`config.mk`:
```
export PLATFORM = sky130hd
export DESIGN_NAME = riscv_mem_arbiter
export DESIGN_NICKNAME = d
export VERILOG_FILES = /design/src/rtl/riscv_mem_arbiter.sv
export SDC_FILE = /design/constraint.sdc
export NUM_CORES = 1
export LEC_CHECK = 0
export CAP_MARGIN = 20
export CORE_AREA = 2 2 288 290
export DETAILED_ROUTE_END_ITERATION = 7
export DIE_AREA = 0 0 290 292
export GPL_TIMING_DRIVEN = 0
export PLACE_DENSITY = 0.47
export SYNTH_ARGS = -nofsm -noshare
export SYNTH_HDL_FRONTEND = slang
export SYNTH_SLANG_ARGS = --single-unit
```
`constraint.sdc`:
```
create_clock -name clk -period 1.6 [get_ports clk]
set_input_delay 0.24 -clock clk [delete_from_list [all_inputs] [get_ports clk]]
set_output_delay 0.24 -clock clk [all_outputs]
set_load 0.05 [all_outputs]
```
`src/rtl/riscv_mem_arbiter.sv`:
```
// Round-robin arbiter sharing the main-memory port between I$ and D$ refills.
// Ports: ic_req_*/ic_resp_* (I$ read), dc_req_*/dc_resp_* (D$ read/write), mem_* (memory).
module riscv_mem_arbiter #(
  parameter int ADDR_WIDTH = 28,
  parameter int DATA_WIDTH = 128
) (
  input  logic                  clk,
  input  logic                  reset,
  input  logic                  ic_req_valid,
  output logic                  ic_req_ready,
  input  logic [ADDR_WIDTH-1:0] ic_req_addr,
  output logic                  ic_resp_valid,
  output logic [DATA_WIDTH-1:0] ic_resp_data,
  input  logic                  dc_req_valid,
  output logic                  dc_req_ready,
  input  logic [ADDR_WIDTH-1:0] dc_req_addr,
  input  logic                  dc_req_rnw,
  input  logic [DATA_WIDTH-1:0] dc_req_data,
  output logic                  dc_resp_valid,
  output logic [DATA_WIDTH-1:0] dc_resp_data,
  output logic                  mem_req_valid,
  input  logic                  mem_req_ready,
  output logic [ADDR_WIDTH-1:0] mem_req_addr,
  output logic                  mem_req_rnw,
  output logic [DATA_WIDTH-1:0] mem_req_data,
  input  logic                  mem_resp_valid,
  input  logic [DATA_WIDTH-1:0] mem_resp_data
);

  typedef enum logic [1:0] {
    IDLE,
    ISSUE,
    WAIT_RESP
  } state_t;

  state_t state;
  logic   last_dc;
  logic   grant_dc;
  logic   any_req;
  logic   win_dc;
  logic   idle;

  assign any_req = ic_req_valid | dc_req_valid;
  // On a tie the requester not served last time wins.
  assign win_dc  = dc_req_valid & (~ic_req_valid | ~last_dc);
  assign idle    = (state == IDLE) & ~reset;

  assign ic_req_ready = idle & ic_req_valid & ~win_dc;
  assign dc_req_ready = idle & win_dc;

  always_ff @(posedge clk) begin
    if (reset) begin
      state         <= IDLE;
      last_dc       <= 1'b0;
      grant_dc      <= 1'b0;
      mem_req_valid <= 1'b0;
      mem_req_addr  <= '0;
      mem_req_rnw   <= 1'b1;
      mem_req_data  <= '0;
      ic_resp_valid <= 1'b0;
      ic_resp_data  <= '0;
      dc_resp_valid <= 1'b0;
      dc_resp_data  <= '0;
    end else begin
      ic_resp_valid <= 1'b0;
      dc_resp_valid <= 1'b0;
      unique case (state)
        IDLE: begin
          if (any_req) begin
            grant_dc      <= win_dc;
            last_dc       <= win_dc;
            mem_req_valid <= 1'b1;
            if (win_dc) begin
              mem_req_addr <= dc_req_addr;
              mem_req_rnw  <= dc_req_rnw;
              mem_req_data <= dc_req_data;
            end else begin
              mem_req_addr <= ic_req_addr;
              mem_req_rnw  <= 1'b1;
              mem_req_data <= '0;
            end
            state <= ISSUE;
          end
        end
        ISSUE: begin
          if (mem_req_ready) begin
            mem_req_valid <= 1'b0;
            if (mem_req_rnw) begin
              state <= WAIT_RESP;
            end else begin
              // Writes complete on acceptance; no data comes back.
              dc_resp_valid <= 1'b1;
              dc_resp_data  <= '0;
              state         <= IDLE;
            end
          end
        end
        WAIT_RESP: begin
          if (mem_resp_valid) begin
            if (grant_dc) begin
              dc_resp_valid <= 1'b1;
              dc_resp_data  <= mem_resp_data;
            end else begin
              ic_resp_valid <= 1'b1;
              ic_resp_data  <= mem_resp_data;
            end
            state <= IDLE;
          end
        end
        default: state <= IDLE;
      endcase
    end
  end

endmodule

```
==> metrics <==
Yosys reg bits between 400 and 500; Mean Syn Cell Area 8.890 µm²; core area a little over 0.08 mm²; H-tree levels 2; Overflow after GRT 0; Max transition margin 23.93%; post-synthesis cell type count 32; PnR Total Power 41.91 mW; CP Capture Type primary output; largest net degree at the start of global routing 14; main combinational cell family by area after synthesis compound AO/OA/AOI/OAI gates; Crit Path Max Fanout 2; drt via density 4.788; max cap viols 0; Post-Synth XOR/XNOR Area 0%; Clock transition at path regs ~0.06 ns; Syn Inst Count 1801; peak supply drop a little under 800 µV; CTS hold repair buffers 0; fin. max-slew vios 0; mux cell area share after synthesis 0.1250%; Starting Density 19.62%; DP HPWL ~68000 µm; CP startpoint state[0]$_SDFFE_PP0P_; pre-CTS WS -1.077 ns; r2r startpoint state[0]$_SDFFE_PP0P_; vias in the first global route ~18000; fin crit share 121.1%; IO Pins between 700 and 800; RSZ-0062 raised after global routing true; Design Area, Final roughly 0.029 mm²; CTS tree done; Adder-Cell Fraction of Synth Area less than 1%; via count 18220; Critical Path AT 1.70 ns; Worst-Margin Slew 1.141 ns; Die X 290 µm; post-layout net count 3017; CTS Root Cell clkbuf_16; PD cells 1458 mW/mm²; port buffer count ~740; antenna viol nets, final 0; Synth-to-Final Area Change 79.58%; CP required 1.36 ns; Site Rows ~110; Sink Count 419; Final min period 1.938 ns; Worst Setup EP dc_req_ready; Synth Warn # 0; FMAX ~520 MHz; initial drt markers ~1300; commonest non-fill, non-tap cell in the layout dfxtp_1; Hold Worst Slack 0.2048 ns; global-route wire length before repair 130800 µm; FF-to-FF path depth 10; Net Count, Synth 2125; EDFF count, synth 0; Die Y 292 µm; initial antenna violation count 13; Startpoint Class flop; worst skew pair latency 0.61 ns; CTS Buf Count 50; clk_skew 0.02533 ns; share of post-route cells with drive strength above 1 about a third; GP Congestion slightly below 0.9; WL final 93120 µm; Bufs on Longest Clock Path 3; violated checks setup timing; most frequent cells in the layout dfxtp_1, buf_2, clkdlybuf4s50_1; placed inst area 0.02471 mm²; Die ar. 0.08468 mm²; area fraction in compound gates after synthesis 23.94%; RR Endpoint mem_req_data[90]$_SDFFE_PP0P_; status finished, violations left; sequential area share after synthesis between 50% and 60%; Crit Path Category reg -> out; Simple-Gate Fraction of Synth Area roughly 17%; final hold violation count 0; Avg WL per Cell 24.47 µm; Hold Crit Class in -> reg; mapped cell area 0.01601 mm²; First-pass DRT Iterations 5; predominant post-synthesis flop cell dfxtp_1; ys async rst share 0%; static leakage 11.28 nW; Final setup viols 404; r2r setup slk -0.25 ns; Total GRT Usage between 20% and 30%; DRC Markers 0; final worst slack -0.3378 ns
==> cells in the mapped netlist (all sizes together), types with 5 or more instances <==
cell	number	area (µm²)
a21oi	130	650.6
a22o	128	1121
a311oi	28	245.2
a31oi	128	800.8
buf	125	699.4
clkbuf	77	289.0
dfxtp	419	8388
ha	5	62.56
inv	6	22.52
nand2	314	1179
nand2b	5	31.28
nand3	258	1291
nor2	29	108.9
o211ai	128	960.9
==> flip-flops by register name (all words and copies together) (netlist names) <==
name,flops
dc_resp_data,128
dc_resp_valid,1
ic_resp_valid,1
state,2
mem_req_rnw,1
grant_dc,1
ic_resp_data,128
mem_req_addr,28
mem_req_valid,1
mem_req_data,128
==> cell families (layout without fill, tap and decap cells) <==
kind of cell | after synthesis | count (layout)
and+or+nand+nor | 618 | 618
AOI/OAI and AO/OA | 549 | 549
DFF | 419 | 419
buffers and inverters | 208 | 1137
adders and majority gates | 5 | 5
muxes | 2 | 2
other | 0 | 6
==> where the power goes <==
| part | leakage, nW | switching, mW | internal [mW] |
|---|---|---|---|
| Combinational | 7.06 | 10.7 | 7.13 |
| Clock | 0.819 | 4.86 | 6.88 |
| Sequential | 3.40 | 0.706 | 11.6 |
==> worst max-delay path, stage by stage (launching register included) <==
cell and delay (ns):
dfxtp_4 0.35, inv_4 0.06, ha_4 0.15, nor2b_4 0.14, and2_4 0.16, buf_12 0.12
buf_12 0.13
==> layout make-up <==
class,count,area (µm²)
multi-input combinational,1174,7417
inverter,6,28.78
timing repair buffer,843,7890
fill,8327,52830
buffer,199,1999
tap,1070,1339
clock buffer,80,1534
antenna,6,15.01
clock inverter,9,132.6
sequential,419,8396
==> per-stage QoR <==
stage / setup TNS, ns / util [%] / cells
final: -48.34 / 35.24 / 3806
after global routing: -72.80 / 35.24 / 3804
after CTS: -124.04 / 34.71 / 3774
after detailed placement: -225.42 / 30.29 / 3606
after global placement: -227.43 / 30.29 / 3606
after floorplan: 0 / - / 1801
==> layer usage <==
metal	wire length (µm)	vias up	share of wire (%)	GRT usage, %
li1	-	8411	-	-
met1	40730	8966	44	27.08
met2	44200	712	47	34.43
met3	5486	129	5.9	4.057
met4	2660	6	2.9	6.072
met5	41	-	0.044	0
==> worst min-delay path by stage <==
| stage | slack, ns | endpoint | cells past startpoint | start |
|---|---|---|---|---|
| after floorplan | 0.37 | mem_req_rnw$_SDFFE_PP1P_ | 2 | dc_req_rnw |
| after global placement | 0.44 | ic_resp_data[100]$_SDFFE_PP0P_ | 2 | ic_resp_data[100]$_SDFFE_PP0P_ |
| after detailed placement | 0.45 | ic_resp_data[103]$_SDFFE_PP0P_ | 2 | ic_resp_data[103]$_SDFFE_PP0P_ |
| after CTS | 0.16 | mem_req_rnw$_SDFFE_PP1P_ | 3 | dc_req_rnw |
| after global routing | 0.21 | mem_req_addr[4]$_SDFFE_PP0P_ | 3 | ic_req_addr[4] |
| final | 0.20 | mem_req_rnw$_SDFFE_PP1P_ | 3 | dc_req_rnw |
==> repair_timing <==
action,4_1_cts,5_1_grt
setup buffers,42,23
pin swaps,177,132
gates cloned,37,13
endpoints found under the setup margin,828,519
resized for setup,2285,309
(Power assumes the default switching activity.)
